--- src/rtl/tpu_pkg.sv ---
// Shared TPU types and opcode constants used by the weight path.
package tpu_pkg;

  typedef logic [7:0]  byte_type;
  typedef logic [39:0] weight_addr_type;
  typedef logic [31:0] length_type;

  typedef struct packed {
    byte_type        opcode;
    length_type      length;
    weight_addr_type weight_addr;
  } weight_instr_type;

  localparam weight_instr_type INIT_WEIGHT_INSTR = '{opcode: 8'h00, length: 32'h0, weight_addr: 40'h0};

  // LOAD_WEIGHT is 0000_100x; bit 0 selects signed weights.
  localparam byte_type LOAD_WEIGHT_UNSIGNED = 8'h08;
  localparam byte_type LOAD_WEIGHT_SIGNED   = 8'h09;

endpackage

--- src/rtl/weight_flow_controller.sv ---
// Streams consecutive weight rows from the weight buffer into the systolic
// array: issues buffer reads, then replays each read one cycle later as an
// array row load with a wrapping row index.
module weight_flow_controller
  import tpu_pkg::*;
#(
  parameter int MATRIX_WIDTH = 14
) (
  input  logic             clk,
  input  logic             rst,
  input  logic             enable,
  input  weight_instr_type instr,
  input  logic             instr_enable,
  output logic             weight_read_enable,
  output weight_addr_type  weight_buffer_addr,
  output logic             load_weight,
  output byte_type         weight_addr,
  output logic             is_weight_signed,
  output logic             busy,
  output logic             resource_busy
);

  localparam byte_type LAST_ROW = byte_type'(MATRIX_WIDTH - 1);

  typedef enum logic [1:0] {
    IDLE,
    READ,
    DRAIN
  } state_t;

  state_t          state_q;
  weight_addr_type readAddr_q;
  length_type      remaining_q;
  byte_type        readRow_q;
  logic            readEn_q;
  logic            load_q;
  byte_type        loadRow_q;
  logic            signed_q;
  logic            busy_q;
  logic            resBusy_q;
  byte_type        readRow_d;

  // Only opcode bit 0 (signedness) matters to this block.
  logic unusedOpcodeBits;
  assign unusedOpcodeBits = ^instr.opcode[7:1];

  // Row index that the next read will target, wrapping at the array height.
  always_comb begin
    readRow_d = readRow_q + 8'd1;
    if (readRow_q == LAST_ROW) begin
      readRow_d = '0;
    end
  end

  // Instruction FSM plus the one-stage read-to-load pipeline; frozen when enable is low.
  always_ff @(posedge clk or negedge rst) begin
    if (!rst) begin
      state_q     <= IDLE;
      readAddr_q  <= '0;
      remaining_q <= '0;
      readRow_q   <= '0;
      readEn_q    <= 1'b0;
      load_q      <= 1'b0;
      loadRow_q   <= '0;
      signed_q    <= 1'b0;
      busy_q      <= 1'b0;
      resBusy_q   <= 1'b0;
    end else if (enable) begin
      load_q    <= readEn_q;
      loadRow_q <= readRow_q;
      case (state_q)
        IDLE: begin
          if (instr_enable) begin
            signed_q <= instr.opcode[0];
            if (instr.length != '0) begin
              state_q     <= READ;
              readEn_q    <= 1'b1;
              readAddr_q  <= instr.weight_addr;
              remaining_q <= instr.length;
              readRow_q   <= '0;
              busy_q      <= 1'b1;
              resBusy_q   <= 1'b1;
            end
          end
        end
        READ: begin
          if (remaining_q > 32'd1) begin
            readAddr_q  <= readAddr_q + 40'd1;
            remaining_q <= remaining_q - 32'd1;
            readRow_q   <= readRow_d;
          end else begin
            readEn_q    <= 1'b0;
            remaining_q <= '0;
            resBusy_q   <= 1'b0;
            state_q     <= DRAIN;
          end
        end
        DRAIN: begin
          busy_q  <= 1'b0;
          state_q <= IDLE;
        end
        default: begin
          state_q <= IDLE;
        end
      endcase
    end
  end

  assign weight_read_enable = readEn_q & enable;
  assign load_weight        = load_q & enable;
  assign weight_buffer_addr = readAddr_q;
  assign weight_addr        = loadRow_q;
  assign is_weight_signed   = signed_q;
  assign busy               = busy_q;
  assign resource_busy      = resBusy_q;

endmodule

--- config.mk ---
export PLATFORM = sky130hd
export DESIGN_NAME = weight_flow_controller
export DESIGN_NICKNAME = d
export VERILOG_FILES = /design/src/rtl/tpu_pkg.sv /design/src/rtl/weight_flow_controller.sv
export SDC_FILE = /design/constraint.sdc
export NUM_CORES = 1
export LEC_CHECK = 0
export ABC_AREA = 1
export CELL_PAD_IN_SITES_DETAIL_PLACEMENT = 1
export CELL_PAD_IN_SITES_GLOBAL_PLACEMENT = 1
export CORE_UTILIZATION = 40
export CTS_CLUSTER_DIAMETER = 50
export CTS_CLUSTER_SIZE = 28
export DETAILED_ROUTE_END_ITERATION = 10
export PLACE_DENSITY_LB_ADDON = 0.1
export SYNTH_ARGS = -nofsm -noshare
export SYNTH_HDL_FRONTEND = slang
export SYNTH_SLANG_ARGS = --single-unit
--- constraint.sdc ---
create_clock -name clk -period 4.91 [get_ports clk]
set_input_delay 1.2275 -clock clk [delete_from_list [all_inputs] [get_ports clk]]
set_output_delay 1.2275 -clock clk [all_outputs]
set_load 0.01 [all_outputs]
* Word-level counts from Yosys, hierarchy flattened *
Cells that the tools add are included.

cells by class
  add/sub/neg operators = 3
  $lt $le $gt $ge = 1
  equal/unequal tests = 7
  mux-type cells = 22
  bitwise operators = 2
  reduce and logical (&&, ||, !) cells = 10

operators with widths
  cell                                                            count
  two-way mux 40 bit                                              3
  two-way mux 32 bit                                              3
  one-hot mux 40 bit (2 select lines)                             1
  one-hot mux 32 bit (2 select lines)                             1
  adder 40 x 1 -> 40 bit, second input constant                   1
  greater-than comparator 32 x 1 -> 1 bit, second input constant  1
  two-way mux 8 bit                                               4
  nonzero test 32 bit                                             1
  subtractor 32 x 1 -> 32 bit, second input constant              1
  one-hot mux 8 bit (2 select lines)                              1
  AND reduction 4 bit                                             3
  AND reduction 5 bit                                             2
  adder 8 x 1 -> 8 bit, second input constant                     1
  == test 8 x 4 -> 1 bit, second input constant                   1
  inequality test 2 bit, second input constant                    4
  two-way mux 2 bit                                               3
  one-hot mux 1 bit (2 select lines)                              2
  one-hot mux 2 bit (2 select lines)                              1
  nonzero test 2 bit                                              2
  two-way mux 1 bit                                               3
  AND reduction 3 bit                                             1
  bitwise AND 1 bit                                               2
  == test 2 x 1 -> 1 bit, second input constant                   1
  == test 2 bit, second input constant                            1
  zero test 2 bit                                                 1

word-level totals
  register bits = 94
  bits of input ports = 84
  output and inout port bits = 53

* Depth between registers and ports, before layout *
  depth in word-level cells = 4
  gate-level depth with buffers = 12

* Least setup slack after synthesis *
OpenSTA, ideal clock, no wires.

  kind = input port to output port
  from = input port enable
  to = output port weight_read_enable
  arrival = 1848 ps
  required time = 3683 ps
  slack = 1834 ps
  stages on the path = 4
  path buffers = 2
  cells stage by stage = buf_2 buf_1 nand2_1 inv_1

on the way
  word-level cells in the longest chain between the ends = 1

ends and longest elaborated chain
  item                line                           RTL
  start: declaration  weight_flow_controller.sv:11   input logic enable,
  bitwise AND 1 bit   weight_flow_controller.sv:109  assign weight_read_enable = readEn_q & enable;
  end: declaration    weight_flow_controller.sv:14   output logic weight_read_enable,

No other way between the ends.

* Final worst setup path *
  from = input port enable
  to = output port load_weight

on the way
  word-level cells in the longest chain between the ends = 1

ends and longest elaborated chain
  item               line                           RTL
  bitwise AND 1 bit  weight_flow_controller.sv:110  assign load_weight = load_q & enable;
  end: declaration   weight_flow_controller.sv:16   output logic load_weight,

No other way between the ends.

==> impl_metrics.env <==
export IMPL_status="finished clean"
export IMPL_powerDensity_nw_per_um2=539
export IMPL_die_w_um=135
export IMPL_n_antenna_cell=0
export IMPL_place_area_um2=8520
export IMPL_wl_per_cell_um=15.8
export IMPL_synth_cells=1124
export IMPL_antenna_found_initial=0
export IMPL_crit_cells=5
export IMPL_endpoint_kind="output port"
export IMPL_die_y_um=135
export IMPL_cp_start_kind="input port"
export IMPL_timing_final_crit_share_pct=79.8
export IMPL_grt_overflow=0
export IMPL_dr_pass1_iters=5
export IMPL_path_cells="clkdlybuf4s50_1 > buf_4 > nand2_1 > inv_1 > clkdlybuf4s50_1"
export IMPL_dp_slack_ns=0.919
export IMPL_finish_utilization_pct=50.9
export IMPL_syn_nets=1213
export IMPL_dr_first_iter_drc_count=302
export IMPL_postSynthAreaPerCell_um2=6.34
export IMPL_die_area_um2=18300
export IMPL_cpMaxStageDelayCell="clkdlybuf4s50_1"
export IMPL_r2r_end="weight_buffer_addr[28]$_DFFE_PN0P_"
export IMPL_grt_pass1_wl_mm=38.4
export IMPL_yosys_warnings=0
export IMPL_via_per_inst=5.13
export IMPL_setup_tns_ns=0
export IMPL_slew_headroom_pct=30.0
export IMPL_pin_count=137
export IMPL_grt_pass1_vias=7584
export IMPL_cts_sinks=94
export IMPL_critPathRequiredTime_ns=3.68
export IMPL_peakVddDrop_mv=0.218
export IMPL_seq_area_frac_synth_pct=33.0
export IMPL_synth_area_um2=7120
export IMPL_reg2reg_from="remaining_q[0]$_DFFE_PN0P_"
export IMPL_drive_gt1_share_pct=9.24
export IMPL_fmax_mhz=255
export IMPL_fin_nets=1328
export IMPL_post_cts_resize_count=0
export IMPL_rr_worst_depth=9
export IMPL_final_common_cell="nand2_1"
export IMPL_worst_path_most_repeated_cell="clkdlybuf4s50_1"
export IMPL_final_cell_mix="nand2_1 (413), nor2_1 (193), clkdlybuf4s50_1 (128)"
export IMPL_worst_pin_slew_ns=1.05
export IMPL_port_buffers=129
export IMPL_drv_cap=0
export IMPL_cts_buffers_inserted=9
export IMPL_path_clk_slew_ns=0.07
export IMPL_wl_mm=23.3
export IMPL_fin_crit_ns=3.92
export IMPL_slew_viol_final=0
export IMPL_start_util_pct=41.0
export IMPL_p_leak_nw=4.04
export IMPL_hp_start="weight_addr[0]$_DFFE_PN0P_"
export IMPL_drcViolationCount=0
export IMPL_hold_viol=0
export IMPL_syn_to_final_growth_pct=24.0
export IMPL_cp_max_fo=13
export IMPL_postCtsSetupRepairBufs=0
export IMPL_grt_max_degree=77
export IMPL_skew_ns=0.0106
export IMPL_globalplace_congestion=0.891
export IMPL_cts_root_buf="clkbuf_16"
export IMPL_hold_class="flop to flop"
export IMPL_grt_use_total_pct=26.8
export IMPL_setup_viol=0
export IMPL_arrival_ns=2.69
export IMPL_clk_latency_ns=0.36
export IMPL_path_buf_inv=4
export IMPL_htreeDepth=3
export IMPL_core_area_um2=17400
export IMPL_fin_ws_ns=0.992
export IMPL_cts_max_path_buffers=2
export IMPL_vias=7529
export IMPL_crit_start="enable"
export IMPL_path_delay_family="buffers and inverters"
export IMPL_std_cell_rows=48
export IMPL_slowest_delay_ns=0.59
export IMPL_rsz0062_at_grt="false"
export IMPL_fin_area_um2=8830
export IMPL_reg2reg_slack_ns=2.41
export IMPL_hpwlAfterDp_mm=17.6
export IMPL_crit_path_end="load_weight"
export IMPL_worstSetupPathType="input port to output port"
export IMPL_ant_nets=0
export IMPL_synth_seq_cells=94
export IMPL_hold_buffers=0
export IMPL_synth_distinct_cells=35
export IMPL_cts_tree="done"
==> worst min-delay path by stage <==
stage	endpoint	depth (start not counted)
2_1_floorplan	remaining_q[26]$_DFFE_PN0P_	2
3_3_place_gp	busy$_DFFE_PN0P_	2
3_5_place_dp	weight_addr[0]$_DFFE_PN0P_	1
4_1_cts	is_weight_signed$_DFFE_PN0P_	1
5_1_grt	weight_addr[2]$_DFFE_PN0P_	1
6_report	weight_addr[0]$_DFFE_PN0P_	1
==> Yosys cell counts <==
cell	n	area, um^2
o21ai_2	20	175
a21oi_1	11	55.1
nand3_2	12	120
nor2_1	193	724
o21ai_0	46	230
o31ai_1	4	30.0
a21boi_0	1	7.51
mux2_2	4	45.0
nand2_2	24	150
nand4_1	18	113
xnor2_1	7	61.3
and2_1	1	6.26
a21oi_2	1	8.76
dfrtp_1	94	2350
nor2_4	5	56.3
inv_2	2	7.51
a21o_1	1	7.51
buf_2	11	55.1
inv_1	101	379
buf_8	2	30.0
o21bai_1	2	15.0
o21ai_1	2	10.0
buf_12	3	60.1
nor3_1	7	35.0
nand2_1	413	1550
clkbuf_1	9	33.8
nand3_1	74	370
ha_1	5	62.6
nand3b_1	4	30.0
nor2_2	11	68.8
buf_6	1	11.3
buf_4	4	30.0
or2_2	11	68.8
buf_1	3	11.3
xor2_1	17	149
==> metrics by stage <==
stage	cells	total power [mW]	hold slack (ns)
2_1_floorplan	1124	3.08	0.469
3_3_place_gp	1453	3.93	0.489
3_5_place_dp	1453	4.01	0.497
4_1_cts	1469	4.78	0.523
5_1_grt	1469	5.17	0.535
6_report	1469	4.75	0.516
==> registers in the layout (all words and copies together), names as in the netlist <==
signal              cells
readRow_q               8
readEn_q                1
remaining_q            32
state_q                 2
is_weight_signed        1
load_q                  1
busy                    1
weight_buffer_addr     40
weight_addr             8
==> routing by layer <==
layer,GRT usage (%),wire length (um),vias to the layer above
met4,7.80,413,0
met1,35.5,10900,3620
met5,0,0,-
met3,2.81,811,31
li1,-,-,3729
met2,45.9,11200,149
==> area by class of cell <==
type	instances	area [um^2]
fillers	2372	8530
multi-input cells	894	4150
flip-flops and latches	94	2350
repair buffers	137	1350
inverters	103	387
well taps	225	282
clock buffers	10	239
clock inverters	6	70.1
==> cells by family (layout without fill, tap and decap cells) <==
| group | after synthesis | after routing | share of synthesized area (%) |
|---|---|---|---|
| AOI/OAI and AO/OA | 88 | 88 | 7.57 |
| xor gates and xnor gates | 24 | 24 | 2.95 |
| adders and majority gates | 5 | 5 | 0.879 |
| buffers and inverters | 136 | 256 | 8.68 |
| DFF | 94 | 94 | 33.0 |
| muxes | 4 | 4 | 0.633 |
| and+or+nand+nor | 773 | 773 | 46.2 |
==> power by group <==
part	internal (mW)	switching [mW]	leakage [nW]
combinational	0.973	1.47	2.74
clock	0.412	0.343	0.141
sequential	1.09	0.458	1.17
total	2.48	2.27	4.04
No activity file was read; power rests on OpenSTA's default activity.
